File: src/rtl/fetch_pkg.sv
// rtl/fetch_pkg.sv - shared types and constants for the instruction-fetch stage
// Purpose: FSM state enum, PC increment, default widths and the buffer entry layout.
// Ports: none (package).
// Optional feature macro: FETCH_ALIGN_CHECK_EN (makes ERR reachable in fetch_unit).
package fetch_pkg;

  localparam int DEF_ADDRESS_WIDTH = 8;
  localparam int DEF_INS_WIDTH     = 32;
  localparam int PC_STEP           = 4;

  typedef enum logic [1:0] {
    RUN  = 2'd0,
    FULL = 2'd1,
    ERR  = 2'd2
  } fetch_state_t;

  // Buffer entry at the default widths; fetch_unit declares the same layout
  // at its own parameterised widths.
  typedef struct packed {
    logic [DEF_INS_WIDTH-1:0]     instr;
    logic [DEF_ADDRESS_WIDTH-1:0] pc;
  } fetch_entry_t;

endpackage

File: src/rtl/fetch_fifo.sv
// rtl/fetch_fifo.sv - synchronous instruction buffer with flush
// Purpose: DEPTH-entry FIFO; flush beats push and pop; head read straight from registers.
// Ports: clk, rst (async active-high), push_i, pop_i, flush_i, wdata_i,
//        rdata_o (head), count_o, full_o, empty_o.
module fetch_fifo #(
  parameter int WIDTH = 40,
  parameter int DEPTH = 2
) (
  input  logic                       clk,
  input  logic                       rst,
  input  logic                       push_i,
  input  logic                       pop_i,
  input  logic                       flush_i,
  input  logic [WIDTH-1:0]           wdata_i,
  output logic [WIDTH-1:0]           rdata_o,
  output logic [$clog2(DEPTH):0]     count_o,
  output logic                       full_o,
  output logic                       empty_o
);

  localparam int AW = $clog2(DEPTH);
  localparam int CW = AW + 1;

  logic [WIDTH-1:0] mem_q [DEPTH];
  logic [AW-1:0]    wr_ptr_q;
  logic [AW-1:0]    rd_ptr_q;
  logic [CW-1:0]    count_q;
  logic             do_push;
  logic             do_pop;

  assign empty_o = (count_q == '0);
  assign full_o  = (count_q == CW'(DEPTH));
  assign count_o = count_q;
  assign rdata_o = mem_q[rd_ptr_q];

  assign do_pop  = pop_i && !empty_o;
  // A push into a full buffer is only legal when the head leaves the same cycle.
  assign do_push = push_i && (!full_o || do_pop);

  always_ff @(posedge clk or posedge rst) begin
    if (rst) begin
      wr_ptr_q <= '0;
      rd_ptr_q <= '0;
      count_q  <= '0;
      for (int i = 0; i < DEPTH; i++) begin
        mem_q[i] <= '0;
      end
    end else if (flush_i) begin
      wr_ptr_q <= '0;
      rd_ptr_q <= '0;
      count_q  <= '0;
    end else begin
      if (do_push) begin
        mem_q[wr_ptr_q] <= wdata_i;
        wr_ptr_q        <= wr_ptr_q + AW'(1);
      end
      if (do_pop) begin
        rd_ptr_q <= rd_ptr_q + AW'(1);
      end
      unique case ({do_push, do_pop})
        2'b10:   count_q <= count_q + CW'(1);
        2'b01:   count_q <= count_q - CW'(1);
        default: count_q <= count_q;
      endcase
    end
  end

endmodule

File: src/rtl/fetch_unit.sv
// rtl/fetch_unit.sv - instruction-fetch stage: PC, ROM address, buffer and decode handshake
// Purpose: drives rom_addr from the PC, buffers {rom_data, pc}, presents the head to decode
//          over valid/ready, and flushes/reloads on redirect.
// Ports: clk, rst (async active-high); rom_addr/rom_data (ROM side);
//        redirect_valid/redirect_target; instr_valid/instr_ready/instr/instr_pc (decode side);
//        fetch_err (misaligned redirect, sticky).
// Optional feature macro: FETCH_ALIGN_CHECK_EN - misaligned redirects raise fetch_err and
//        park the unit in ERR; when undefined, redirect targets are word-aligned by masking.
module fetch_unit
  import fetch_pkg::*;
#(
  parameter int          ADDRESS_WIDTH = DEF_ADDRESS_WIDTH,
  parameter int          INS_WIDTH     = DEF_INS_WIDTH,
  parameter int          FIFO_DEPTH    = 2,
  parameter int unsigned RESET_PC      = 0
) (
  input  logic                     clk,
  input  logic                     rst,
  output logic [ADDRESS_WIDTH-1:0] rom_addr,
  input  logic [INS_WIDTH-1:0]     rom_data,
  input  logic                     redirect_valid,
  input  logic [ADDRESS_WIDTH-1:0] redirect_target,
  output logic                     instr_valid,
  input  logic                     instr_ready,
  output logic [INS_WIDTH-1:0]     instr,
  output logic [ADDRESS_WIDTH-1:0] instr_pc,
  output logic                     fetch_err
);

  localparam int CW = $clog2(FIFO_DEPTH) + 1;

  typedef struct packed {
    logic [INS_WIDTH-1:0]     instr;
    logic [ADDRESS_WIDTH-1:0] pc;
  } entry_t;

  fetch_state_t             state_q, state_d;
  logic [ADDRESS_WIDTH-1:0] pc_q, pc_d;
  logic                     push, pop, flush;
  logic                     fifo_full, fifo_empty;
  logic [CW-1:0]            fifo_count;
  entry_t                   wr_entry, head;

  assign rom_addr    = pc_q;
  assign instr_valid = !fifo_empty;
  assign instr       = head.instr;
  assign instr_pc    = head.pc;
  assign wr_entry    = '{instr: rom_data, pc: pc_q};

  assign pop  = instr_valid && instr_ready;
  // In FULL a new word only enters when the head leaves; redirect and ERR suppress fetch.
  assign push = ((state_q == RUN && !fifo_full) || pop) && !redirect_valid && (state_q != ERR);

`ifdef FETCH_ALIGN_CHECK_EN
  logic err_q, err_d;
  logic misaligned;
  assign misaligned = (redirect_target[1:0] != 2'b00);
  assign fetch_err  = err_q;

  always_ff @(posedge clk or posedge rst) begin
    if (rst) err_q <= 1'b0;
    else     err_q <= err_d;
  end
`else
  assign fetch_err = 1'b0;
`endif

  always_comb begin
    state_d = state_q;
    pc_d    = pc_q;
    flush   = 1'b0;
`ifdef FETCH_ALIGN_CHECK_EN
    err_d   = err_q;
`endif
    if (redirect_valid) begin
      // The head is discarded, so a concurrent pop has no effect.
      flush = 1'b1;
`ifdef FETCH_ALIGN_CHECK_EN
      if (state_q == ERR) begin
        state_d = ERR;
      end else if (misaligned) begin
        state_d = ERR;
        err_d   = 1'b1;
      end else begin
        pc_d    = redirect_target;
        state_d = RUN;
      end
`else
      pc_d    = redirect_target & ~ADDRESS_WIDTH'(3);
      state_d = RUN;
`endif
    end else begin
      if (push) pc_d = pc_q + ADDRESS_WIDTH'(PC_STEP);
      unique case (state_q)
        RUN:     if (push && !pop && fifo_count == CW'(FIFO_DEPTH - 1)) state_d = FULL;
        FULL:    if (pop && !push) state_d = RUN;
        default: state_d = state_q;
      endcase
    end
  end

  always_ff @(posedge clk or posedge rst) begin
    if (rst) begin
      state_q <= RUN;
      pc_q    <= ADDRESS_WIDTH'(RESET_PC);
    end else begin
      state_q <= state_d;
      pc_q    <= pc_d;
    end
  end

  fetch_fifo #(
    .WIDTH(INS_WIDTH + ADDRESS_WIDTH),
    .DEPTH(FIFO_DEPTH)
  ) u_fifo (
    .clk     (clk),
    .rst     (rst),
    .push_i  (push),
    .pop_i   (pop),
    .flush_i (flush),
    .wdata_i (wr_entry),
    .rdata_o (head),
    .count_o (fifo_count),
    .full_o  (fifo_full),
    .empty_o (fifo_empty)
  );

endmodule
File: config.mk
export PLATFORM = sky130hd
export DESIGN_NAME = fetch_unit
export DESIGN_NICKNAME = d
export VERILOG_FILES = /design/src/rtl/fetch_pkg.sv /design/src/rtl/fetch_fifo.sv /design/src/rtl/fetch_unit.sv
export SDC_FILE = /design/constraint.sdc
export NUM_CORES = 1
export LEC_CHECK = 0
export BUFFER_PORTS_ARGS = -buffer_cell sky130_fd_sc_hd__buf_2
export CAP_MARGIN = 20
export CORE_MARGIN = 3
export CORE_UTILIZATION = 44
export CTS_CLUSTER_DIAMETER = 200
export DETAILED_ROUTE_END_ITERATION = 6
export PLACE_DENSITY = 0.7
export RECOVER_POWER = 25
export SYNTH_ARGS = -nofsm -noshare
export SYNTH_HDL_FRONTEND = slang
export SYNTH_SLANG_ARGS = --single-unit
File: constraint.sdc
create_clock -name clk -period 8.1 [get_ports clk]
set_input_delay 1.215 -clock clk [delete_from_list [all_inputs] [get_ports clk]]
set_output_delay 1.215 -clock clk [all_outputs]
set_load 0.1 [all_outputs]
==> results of run 1 <==
-- metrics by stage --
step / setup WS [ns] / utilization
detailed placement: 4.64 / 0.513
floorplan: 4.63 / -
CTS: 4.72 / 0.540
finish: 4.76 / 0.542
global route: 4.65 / 0.542
global placement: 4.71 / 0.513
-- cells in the final DEF, fill, tap and decap left out, drive strengths merged --
cell        n
o311ai      1
clkbuf     13
a31oi       2
xnor2       1
nand3       3
nor2b       1
a211oi      1
clkinvlp    2
mux2      114
nand2       8
ha          4
a21oi       4
inv         7
nor2        5
bufinv      2
o211ai      7
or2         1
o21ai       1
a21boi      4
dfrtp      87
clkinv      1
nor4bb      1
conb        5
and2        1
and3        1
nand2b      1
buf        90
nand4       2
o31ai       3
a2111o      1
nor3        3
-- sequential cells by signal (all words and copies together), names as in the netlist --
signal,count
state_q,1
u_fifo.count_o,2
u_fifo.wr_ptr_q,1
rom_addr,6
u_fifo.rd_ptr_q,1
u_fifo.mem_q,76
-- layout make-up --
class,count,area [um2]
well taps,108,135
clock buffers,12,165
inverters,8,31.3
repair buffers,91,484
clock inverters,4,76.3
fillers,750,4070
multi-input cells,175,1750
flip-flops and latches,87,2180
-- routing by layer --
layer / vias up / GRT usage / part of all wire
met1: 1285 / 0.193 / 0.45
met5: - / 0 / 0
met4: 0 / 0.0626 / 0.014
li1: 1183 / - / -
met2: 71 / 0.261 / 0.49
met3: 9 / 0.0304 / 0.046
-- worst min-delay path by stage --
stage / start / endpoint / slack, ns
floorplan: u_fifo.mem_q[10] / u_fifo.mem_q[10] / 0.47
global placement: u_fifo.mem_q[11] / u_fifo.mem_q[11] / 0.48
detailed placement: u_fifo.mem_q[18] / u_fifo.mem_q[18] / 0.49
CTS: u_fifo.mem_q[20] / u_fifo.mem_q[20] / 0.51
global route: u_fifo.mem_q[20] / u_fifo.mem_q[20] / 0.52
finish: u_fifo.mem_q[20] / u_fifo.mem_q[20] / 0.50
-- cell families (layout without fill, tap and decap cells) --
group	after synthesis	after routing	synth area share
mux	114	114	0.331
flops	87	87	0.530
buf+inv	30	115	0.0478
simple gates	27	27	0.0323
compound gates	24	24	0.0444
fa+ha+maj	4	4	0.0122
other cells	1	5	0.000912
xor+xnor	1	1	0.00213
==> results.md, run 1 <==
- The cell depth of the worst flop-to-flop path is 6.
- The worst slew slack as a fraction of its limit is 0.0653.
- CTS built an H-tree with a depth of 3.
- After synthesis the netlist holds a flip-flop and latch count of 87.
- Across all layers, the routed design uses 2,548 vias.
- The number of buffers and inverters on the critical path is 1.
- The post-synthesis cell area is 4110 um2.
- The fmax is 300 MHz.
- In this run, synthesis inferred 0 flip-flops with an integrated enable.
- The final layout contains 420 nets.
- Across all register-to-register paths, the minimum setup slack is 5.19 ns.
- The number of cells produced by synthesis is 288.
- Relative to the synthesized area, the layout overhead comes to 17.3%.
- The share of the synthesized area in the top cell type is 0.530.
- The total clock sinks is 87.
- After the first detailed-routing iteration, the DRC count stood at 65.
- The nature of the critical path endpoint is a primary output.
- In this run the clock root is driven by a sky130_fd_sc_hd__clkbuf_8.
- TritonCTS built the clock tree.
- The count of warnings emitted by yosys is 0.
- The first detailed-routing pass took 4 iterations.
- The die height is 103 um.
- The signal on the critical path passes through mux2_2 > buf_2.
- The repair_antennas step left the layout with diodes totalling 0.
- Summed over all layers, the global routing overflow is 0.
- For this run, the slowest stage of the critical path takes 1.02 ns.
- The initialized floorplan defines 34 standard-cell rows.
- By count the netlist is led by sky130_fd_sc_hd__mux2_2, sky130_fd_sc_hd__dfrtp_1, sky130_fd_sc_hd__mux2_4.
- The wire length of the first global-routing pass is 12,700 um.
- For this configuration, the core starts out at a cell density of 0.462.
- The worst reg2reg path endpoint is u_fifo.mem_q[75].
- The final critical-path share of the clock period is 0.412.
- Sorting the synthesized cells by area gives the leading types as sky130_fd_sc_hd__dfrtp_1, sky130_fd_sc_hd__mux2_2, sky130_fd_sc_hd__mux2_4.
- The count of buffers added on input and output ports is 86.
- The cell count after placement is 468.
- The last element of the critical path is instr[13].
- The number of cells on the worst hold path is 1.
- The number of hold violations in the final report is 0.
- The count of final max-slew check failures is 0.
- Summed over all layers, the routed wires come to 7870 um.
- The post-detailed-route count of antenna-violating nets is 0.
- After synthesis, the mean cell area works out to 14.3 um2.
- Dividing the detail-routed wire length by the instance count gives 16.2 um.
- Post-CTS timing repair inserted 0 buffers for setup.
- The max-capacitance violation count is 0.
- After routing the design area is 4820 um2.
- Setup repair after global routing left no endpoint under its margin.
- The non-filler instance count after layout is 485.
- In the synthesized netlist the dominant register cell turns out to be sky130_fd_sc_hd__dfrtp_1.
- The actual transition at the worst max-transition pin is 1.40 ns.
- The total global-route track usage is 0.154.
- The number of gates resized after CTS was 0.
- The later pin in the worst-skew pair is clocked with a latency of 0.35 ns.
- Setup violations remaining at the end of the flow were counted as 0.
- The critical path's slowest cell is sky130_fd_sc_hd__dfrtp_2.
- STA classifies the critical path startpoint as a flip-flop.
- In this run, post-CTS hold repair placed 0 buffers.
- The initial antenna violation count is 0.
- Data arrives at the worst endpoint at 2.12 ns.
- The total I/O pin count is 94.
- After synthesis, the netlist uses 33 different library cells.
- In the routed design, unresolved DRC markers number 0.
- Hold timing on the final database bottoms out at a slack of 0.503 ns.
- The via count of the first global-routing pass is 2,747.
- The routability congestion estimate is 0.817.
- The ratio of cells with drive above 1 in the final layout is 0.592.
- The total area inside the core boundary comes to 8890 um2.
- Summing all placed instances gives a cell area of 4560 um2.
- The most frequent cell after synthesis is sky130_fd_sc_hd__mux2_2.
- The source of the worst register-to-register timing path is u_fifo.count_o[0].
- After detailed routing, the number of vias per cell comes to 5.25.
- Setup total negative slack on the finished layout was measured at 0 ns.
- Tracing the worst setup path back leads to its startpoint at u_fifo.rd_ptr_q.
- Grouping stages by cell kind, the critical path spends the most delay in flip-flops.
- The critical path required time is 6.88 ns.
- The critical path depth in cells is 2.
- The HPWL after detailed placement is 5090 um.
- The share of the Yosys chip area taken by registers is 0.530.
- The die outline width is 103 um.
- For this run, asynchronously set or reset flops after synthesis account for 1.00.
- The TritonCTS buffer count is 9.
- Entering global routing, the biggest net connects 88 pins.
- The run finished with clean final reports.
- The clock transition at the registers of the reported paths is 0.08 ns.
- The tightest min-delay check is of the flip-flop to flip-flop type.
- The worst setup path is of the flip-flop to primary output kind.
- The clock period could shrink to 3.34 ns.
- The clock passes through at most 2 buffers.
- Of all nets on the critical path, the largest fanout is 39.
- The area of the die is 10,500 um2.
- Summed over all instances, the cell type with the most area after synthesis is sky130_fd_sc_hd__dfrtp_1.
- The maximum clock skew at final layout is 0.00909 ns.
Power of run 1 is left out: the tool's default activity adds up to more than one toggle a clock period on the data nets, which glitch-free logic cannot reach.
==> inputs of run 2 (changes only) <==
PLACE_DENSITY = 0.73   (was 0.7)
clock period = 2.93 ns   (was 8.1 ns; I/O delays follow)
==> results.md, run 2 (synthesis gave the netlist of run 1 again) <==
- The post-detailed-route count of antenna-violating nets came to 0 (unchanged).
- The total global-route track usage was 0.153 (-0.000659).
- The core footprint is 8890 um2 (unchanged).
- The global-route congestion overflow total is 0 (unchanged).
- The multi-input logic area is 1750 um2 (unchanged).
- More flip-flops sit in one register than any other, and that register is u_fifo.mem_q.
- The standard-cell row count was 34 (unchanged).
- Walking the worst path, the cells encountered are buf_12 > mux2_2 > buf_2.
- The setup fix buffers added after clock tree synthesis is 0 (unchanged).
- The tree is rooted in a sky130_fd_sc_hd__clkbuf_8.
- TritonCTS built the clock tree.
- The number of diodes added for antenna fixing is 0 (unchanged).
- The register area came to 2180 um2 (unchanged).
- The routability congestion estimate is 0.756 (-7.4%).
- The total of cells resized after clock tree synthesis is 0 (unchanged).
- The final net count was 422 (+0.48%).
- The clock transition at the registers of the reported paths is 0.08 ns (about the same).
- The final worst hold slack came to 0.309 ns (-0.194 ns).
- The initial antenna violation count is 0 (unchanged).
- The residual DRC count is 0 (unchanged).
- The flip-flop count of the largest register after layout is 76 (unchanged).
- The starting density of the core is 0.462 (unchanged).
- STA classifies the critical path startpoint as a flip-flop.
- The worst register-to-register path begins at u_fifo.count_o[0].
- The via count normalized by instance count is 5.16 (-1.7%).
- The worst stage delay on the critical path is 0.69 ns (-0.33 ns).
- The ratio of cells with drive above 1 in the final layout is 0.588 (-0.00312).
- The via count of the first global-routing pass is 2,649 (-3.6%).
- The nature of the critical path endpoint is a primary output.
- The data arrival time of the critical path was 1.93 ns (-0.19 ns).
- The number of buffers inserted by port buffering is 86 (unchanged).
- The final wirelength is 7710 um (-2.0%).
- Leaving out fill and tap cells, the most frequent cell in the layout is sky130_fd_sc_hd__mux2_2.
- The launch point of the critical path is u_fifo.rd_ptr_q.
- The critical path's slowest cell is sky130_fd_sc_hd__dfrtp_2.
- The critical path required time is 2.49 ns (-4.39 ns).
- The cell count after placement was 471 (+0.64%).
- The final setup TNS is 0 ns (unchanged).
- The HPWL after detailed placement came to 5410 um (+6.3%).
- The max-capacitance violation count was 1 (+1).
- The initial DRC count is 50 (-23%).
- The number of iterations in the first detailed-routing pass is 4 (unchanged).
- The worst slew slack as a fraction of its limit is -0.320 (-0.385).
- The run finished, with violations left.
- The non-filler instance count after layout came to 487 (+0.41%).
- The relative area change from synthesis to final layout is 16.7%.
- The number of H-tree levels came to 3 (unchanged).
- The actual transition at the worst max-transition pin is 1.97 ns (+0.567 ns).
- The count of final max-slew check failures came to 44 (+44).
- The TritonCTS buffer count is 9 (unchanged).
- The vias after detailed routing is 2,514 (-1.3%).
- Leaving out fill and tap cells, the most frequent cells in the layout are sky130_fd_sc_hd__mux2_2, sky130_fd_sc_hd__buf_2, sky130_fd_sc_hd__dfrtp_1.
- The total clock sinks came to 87 (unchanged).
- The wire length of the first global-routing pass is 12,700 um (-0.11%).
- The number of hold buffers added after cts is 0 (unchanged).
- Setup repair after global routing left no endpoint under its margin.
- The count of fill cells added during filler insertion is 772 (+2.9%).
- The worst path needs 2.36 ns of the cycle, external delays included.
- The maximum number of pins on one net before global-route repair was 45 (-49%).
- The clock latency reported for the late side of the worst-skew pair is 0.34 ns (about the same).
- The final reports fail on capacitance limit, slew limit.
- The critical-path maximum fanout is 21 (-46%).
- The die height came to 103 um (unchanged).
- The number of hold violations in the final report is 0 (unchanged).
- In this run the most critical hold path is launched from redirect_target[2].
- The area of the die is 10,500 um2 (unchanged).
- The class of the worst hold path is input pin to flip-flop.
- The maximum clock skew at final layout is 0.0128 ns (+0.00374 ns).
- The die outline width was 103 um (unchanged).
- The setup path with the least slack is of type flip-flop to primary output.
- The deepest clock path buffer count is 2 (unchanged).
- Dividing the final minimum period by the clock period gives 0.807.
- The average wire length per cell after detail routing was 15.8 um (-2.4%).
- The setup violation total in the final timing report is 0 (unchanged).
- The fmax is 423 MHz.
- The total I/O pin count came to 94 (unchanged).
## run 2: layout make-up
type | count | area share
Clock buffer | 13 | 0.0310
Clock inverter | 3 | 0.00887
Inverter | 8 | 0.00652
Multi-Input combinational cell | 175 | 0.365
Sequential cell | 87 | 0.454
Tap cell | 108 | 0.0282
Timing Repair Buffer | 93 | 0.106
## run 2: path summary, 6_finish.rpt
| kind | end | slack, ns | depth (start not counted) |
|---|---|---|---|
| worst max-delay path | instr[31] | 0.57 | 3 |
| worst min-delay path | rom_addr[2] | 0.31 | 3 |
| worst max register to register | u_fifo.mem_q[77] | 0.66 | 6 |
| worst min register to register | u_fifo.mem_q[37] | 0.50 | 1 |
| max in group asynchronous | u_fifo.rd_ptr_q | 1.33 | 2 |
| min in group asynchronous | u_fifo.mem_q[3] | 0.60 | 2 |
## run 2: critical path: cells and delay by family (launching register included)
family	cells	cell delay, ns
flops	1	0.69
mux	1	0.36
buf+inv	2	0.53
## run 2: metrics by stage
stage               instance area (um2)  worst slack [ns]  utilization
floorplan                          4130             0.240            -
global placement                   4600             0.749        0.518
detailed placement                 4600             0.693        0.518
CTS                                4800             0.505        0.539
global route                       4800             0.450        0.539
finish                             4800             0.565        0.539
## run 2: metal layers
layer	wire (um)	GRT usage
met5	0	0
met2	3840	0.261
met4	78	0.0575
met1	3410	0.191
met3	385	0.0332
Power of run 2 is left out for the same reason.
